$ cat src/rtl/cls_sub_16bit_seq.sv
// Iterative carry-select subtractor: diff = a + ~b + 1, one SLICE-bit slice per clock, LSB first.
// Optional zero/overflow flag outputs are enabled by defining CLS_SUB_FLAGS_EN.
module cls_sub_16bit_seq #(
  parameter int WIDTH = 16,
  parameter int SLICE = 4
) (
  input  logic             clk,
  input  logic             reset,
  input  logic             in_valid,
  output logic             in_ready,
  input  logic [WIDTH-1:0] a,
  input  logic [WIDTH-1:0] b,
  output logic             out_valid,
  input  logic             out_ready,
  output logic [WIDTH-1:0] diff,
  output logic             carry_out
`ifdef CLS_SUB_FLAGS_EN
  ,
  output logic             zero,
  output logic             overflow
`endif
);

  localparam int NS = WIDTH / SLICE;
  localparam int CW = (NS > 1) ? $clog2(NS) : 1;

  typedef enum logic [1:0] {IDLE, CALC, DONE} state_t;

  state_t           state_q, state_d;
  logic [WIDTH-1:0] a_q, a_d;
  logic [WIDTH-1:0] nb_q, nb_d;
  logic [WIDTH-1:0] diff_q, diff_d;
  logic             carry_q, carry_d;
  logic             carry_out_q, carry_out_d;
  logic [CW-1:0]    cnt_q, cnt_d;
`ifdef CLS_SUB_FLAGS_EN
  logic             zero_q, zero_d;
  logic             overflow_q, overflow_d;
`endif

  int               idx;
  logic [SLICE-1:0] a_sl;
  logic [SLICE-1:0] nb_sl;
  logic [SLICE:0]   sum0;
  logic [SLICE:0]   sum1;
  logic [SLICE:0]   sel;

  // Both slice candidates are formed up front; the registered carry picks one.
  always_comb begin
    idx   = int'(cnt_q) * SLICE;
    a_sl  = a_q[idx +: SLICE];
    nb_sl = nb_q[idx +: SLICE];
    sum0  = {1'b0, a_sl} + {1'b0, nb_sl};
    sum1  = {1'b0, a_sl} + {1'b0, nb_sl} + {{SLICE{1'b0}}, 1'b1};
    sel   = carry_q ? sum1 : sum0;
  end

  always_comb begin
    state_d     = state_q;
    a_d         = a_q;
    nb_d        = nb_q;
    diff_d      = diff_q;
    carry_d     = carry_q;
    carry_out_d = carry_out_q;
    cnt_d       = cnt_q;
`ifdef CLS_SUB_FLAGS_EN
    zero_d      = zero_q;
    overflow_d  = overflow_q;
`endif
    case (state_q)
      IDLE: begin
        if (in_valid) begin
          a_d     = a;
          nb_d    = ~b;
          carry_d = 1'b1;
          cnt_d   = '0;
          state_d = CALC;
        end
      end
      CALC: begin
        diff_d[idx +: SLICE] = sel[SLICE-1:0];
        carry_d              = sel[SLICE];
        cnt_d                = cnt_q + 1'b1;
        if (cnt_q == CW'(NS - 1)) begin
          carry_out_d = sel[SLICE];
          state_d     = DONE;
`ifdef CLS_SUB_FLAGS_EN
          zero_d      = (diff_d == '0);
          // Operand signs differ exactly when a's MSB equals ~b's MSB.
          overflow_d  = (a_q[WIDTH-1] == nb_q[WIDTH-1]) && (sel[SLICE-1] != a_q[WIDTH-1]);
`endif
        end
      end
      DONE: begin
        if (out_ready) begin
          state_d = IDLE;
        end
      end
      default: state_d = IDLE;
    endcase
  end

  always_ff @(posedge clk) begin
    if (reset) begin
      state_q     <= IDLE;
      a_q         <= '0;
      nb_q        <= '0;
      diff_q      <= '0;
      carry_q     <= 1'b0;
      carry_out_q <= 1'b0;
      cnt_q       <= '0;
`ifdef CLS_SUB_FLAGS_EN
      zero_q      <= 1'b0;
      overflow_q  <= 1'b0;
`endif
    end else begin
      state_q     <= state_d;
      a_q         <= a_d;
      nb_q        <= nb_d;
      diff_q      <= diff_d;
      carry_q     <= carry_d;
      carry_out_q <= carry_out_d;
      cnt_q       <= cnt_d;
`ifdef CLS_SUB_FLAGS_EN
      zero_q      <= zero_d;
      overflow_q  <= overflow_d;
`endif
    end
  end

  assign in_ready  = (state_q == IDLE);
  assign out_valid = (state_q == DONE);
  assign diff      = diff_q;
  assign carry_out = carry_out_q;
`ifdef CLS_SUB_FLAGS_EN
  assign zero      = zero_q;
  assign overflow  = overflow_q;
`endif

endmodule

$ cat config.mk
export PLATFORM = sky130hd
export DESIGN_NAME = cls_sub_16bit_seq
export DESIGN_NICKNAME = d
export VERILOG_FILES = /design/src/rtl/cls_sub_16bit_seq.sv
export SDC_FILE = /design/constraint.sdc
export NUM_CORES = 1
export LEC_CHECK = 0
export ABC_AREA = 1
export BUFFER_PORTS_ARGS = -buffer_cell sky130_fd_sc_hd__buf_2
export CAP_MARGIN = 20
export CORE_MARGIN = 3
export CORE_UTILIZATION = 44
export DETAILED_ROUTE_END_ITERATION = 8
export GPL_ROUTABILITY_DRIVEN = 0
export PLACE_DENSITY = 0.76
export SYNTH_ARGS = -nofsm -noshare
export SYNTH_HDL_FRONTEND = slang
export SYNTH_SLANG_ARGS = --single-unit
$ cat constraint.sdc
create_clock -name clk -period 4.95 [get_ports clk]
set_input_delay 0.99 -clock clk [delete_from_list [all_inputs] [get_ports clk]]
set_output_delay 0.99 -clock clk [all_outputs]
set_load 0.02 [all_outputs]
==> impl_metrics.tcl <==
set metrics [dict create \
    cts.htree.levels 2 \
    reg2reg_slack_ns 1.39 \
    antenna_found_initial 0 \
    postCtsSetupBuffers 0 \
    ys_seq_elements 54 \
    n_antenna_cell 0 \
    dr_total_vias 2316 \
    layout-drive-gt1-share 0.183 \
    post-dp-hpwl_um 3990 \
    cpMaxStageDelayCell "dfxtp_1" \
    finalPower_uw 944 \
    post-route-period-util 0.719 \
    fmax_ghz 0.281 \
    status "complete, no violations" \
    post_drt_wl_per_cell_um 11.8 \
    core_um2 5340 \
    grt_setup_unrepaired "false" \
    grt_max_degree 55 \
    worst_clock_skew_ns 0.00643 \
    worstSetupEndpointType "flop" \
    synth_area_leader_cell "dfxtp_1" \
    yosys_warnings 0 \
    cts-resized-gates 0 \
    fin_util 0.545 \
    clk_pin_slew_ns 0.09 \
    ys_async_sr_fraction 0 \
    ys_seq_area_frac 0.428 \
    synth_commonest_cells "nand2_1 (87), dfxtp_1 (54), a21oi_1 (41)" \
    power.density_nw_per_um2 325 \
    slew_headroom 0.386 \
    start_util 0.473 \
    worst_slew_pin_slew_ns 0.920 \
    drt_iter0_markers 151 \
    fillCellCount 562 \
    drt_wl_total_um 5400 \
    root_buffer "clkbuf_8" \
    synthMostInstantiatedCell "nand2_1" \
    dieWidth_um 81.7 \
    synth_area_leaders "dfxtp_1 (43%), nand2_1 (13%), a21oi_1 (8.1%)" \
    ir_drop_v 0.000181 \
    port_buffers 54 \
    cts.hold.buffers_added 0 \
    arrival_ns 3.71 \
    crit_fanout 24 \
    num_rows 26 \
    synth.distinct_cells 26 \
    clock_sinks 54 \
    crit_chain "inv_1, o21ai_0, o22ai_1, ha_1, inv_1, fa_1, inv_1, ha_1, nand2_1, o21ai_0, nand2_1, nor2_1, nand2_1, a21oi_1" \
    synth-edff-count 0 \
    cts_buffers 5 \
    insertion_delay_ns 0.30 \
    setup_viol 0 \
    power.leakage_uw 0.00127 \
    grt_pass1_wl_um 9210 \
    dr.pass1.iters 4 \
    syn_area_um2 2520 \
    hold_viol 0 \
    cts_buffer_depth 2 \
    drc 0 \
    yosysTopAreaCellShare 0.428 \
    critPathTopFamily "adder cells" \
    required_ns 5.11 \
    setup-tns-final_ns 0 \
    syn-instance-count 342 \
    antenna_left 0 \
    path_class "flop to flop" \
    cap_violations 0 \
    grt_pass1_vias 2052 \
    dieArea_um2 6680 \
    track_usage 0.174 \
    nets 434 \
    grt_overflow_total 0 \
    cp_num_buf_inv 3 \
    max_stage_delay_ns 0.86 \
    min_period_ns 3.56 \
    die_h_um 81.7 \
    syn_area_per_cell_um2 7.38 \
    syn_nets 390 \
    drv_slew 0 \
    drt-vias-per-instance 5.07 \
    area_growth_syn_to_layout_pct 15.2 \
    start_kind "flop" \
    io_pins 55 \
    synth_ff_type "dfxtp_1" \
    min_path_type "flop to flop" \
    cts_tree "built" \
]
[registers in the layout, summed over array words and instances (netlist names)]
register,flops
carry_out,1
state_q,2
diff,16
a_q,16
cnt_q,2
carry_q,1
nb_q,16
[layer usage]
metal / GRT usage / wire length [um] / vias up
li1: - / - / 1217
met1: 0.237 / 2490 / 1028
met2: 0.274 / 2520 / 59
met3: 0.0318 / 285 / 12
met4: 0.0648 / 98 / 0
met5: 0 / 0 / -
[metrics by stage]
| step | worst slack (ns) | cells | instance area, um^2 | hold slack (ns) |
|---|---|---|---|---|
| 2_1_floorplan | 2.30 | 342 | 2520 | 0.441 |
| 3_5_place_dp | 1.48 | 449 | 2800 | 0.455 |
| 6_report | 1.39 | 457 | 2910 | 0.467 |
| 3_3_place_gp | 1.65 | 449 | 2800 | 0.451 |
| 4_1_cts | 1.43 | 457 | 2910 | 0.469 |
| 5_1_grt | 1.07 | 457 | 2910 | 0.483 |
[power by group]
part           internal (uW)  total, uW  switching (uW)
logic                   66.6        180             114
clock network            151        286             134
registers                459        479            19.2
[cell usage in the layout (no fill, tap or decap), types with 3 or more instances in the layout]
master    instances
nand2_1          87
o22ai_1           6
inv_1            24
nor2_2            3
nor2_1           40
o21ai_0          13
a211oi_1         16
nand3_1          14
clkbuf_8          5
buf_2            54
dfxtp_1          54
ha_1             11
nand2_2           3
a21oi_1          41
[cell families after synthesis]
logic type | count (synthesis) | synth area share
buffers and inverters | 43 | 0.0714
adders and majority gates | 12 | 0.0625
and+or+nand+nor | 153 | 0.255
AOI/OAI and AO/OA | 80 | 0.182
DFF | 54 | 0.428
[path summary, 6_finish.rpt]
path / cells past startpoint / endpoint / from
worst max-delay path: 14 / diff[13]$_SDFFE_PP0P_ / cnt_q[0]$_SDFFE_PP0P_
worst max register to register: 14 / diff[13]$_SDFFE_PP0P_ / cnt_q[0]$_SDFFE_PP0P_
worst min-delay path: 2 / diff[0]$_SDFFE_PP0P_ / diff[0]$_SDFFE_PP0P_
worst min register to register: 2 / diff[0]$_SDFFE_PP0P_ / diff[0]$_SDFFE_PP0P_
[worst reg2reg max path, cell delays in order, from the launching register on]
cell and delay, ns:
dfxtp_1 0.86, inv_1 0.56, o21ai_0 0.30, o22ai_1 0.10
ha_1 0.22, inv_1 0.07, fa_1 0.45, inv_1 0.08
ha_1 0.22, nand2_1 0.06, o21ai_0 0.17, nand2_1 0.12
nor2_1 0.06, nand2_1 0.10, a21oi_1 0.06
[final cells by class]
class	count	area, um^2	share of cell area
Timing Repair Buffer	54	270	0.0930
Sequential cell	54	1080	0.372
Tap cell	70	87.6	0.0301
Clock inverter	1	30.0	0.0103
Inverter	26	98.8	0.0340
Multi-Input combinational cell	245	1260	0.434
Clock buffer	7	76.3	0.0263
Power figures use the tool's default switching activity.
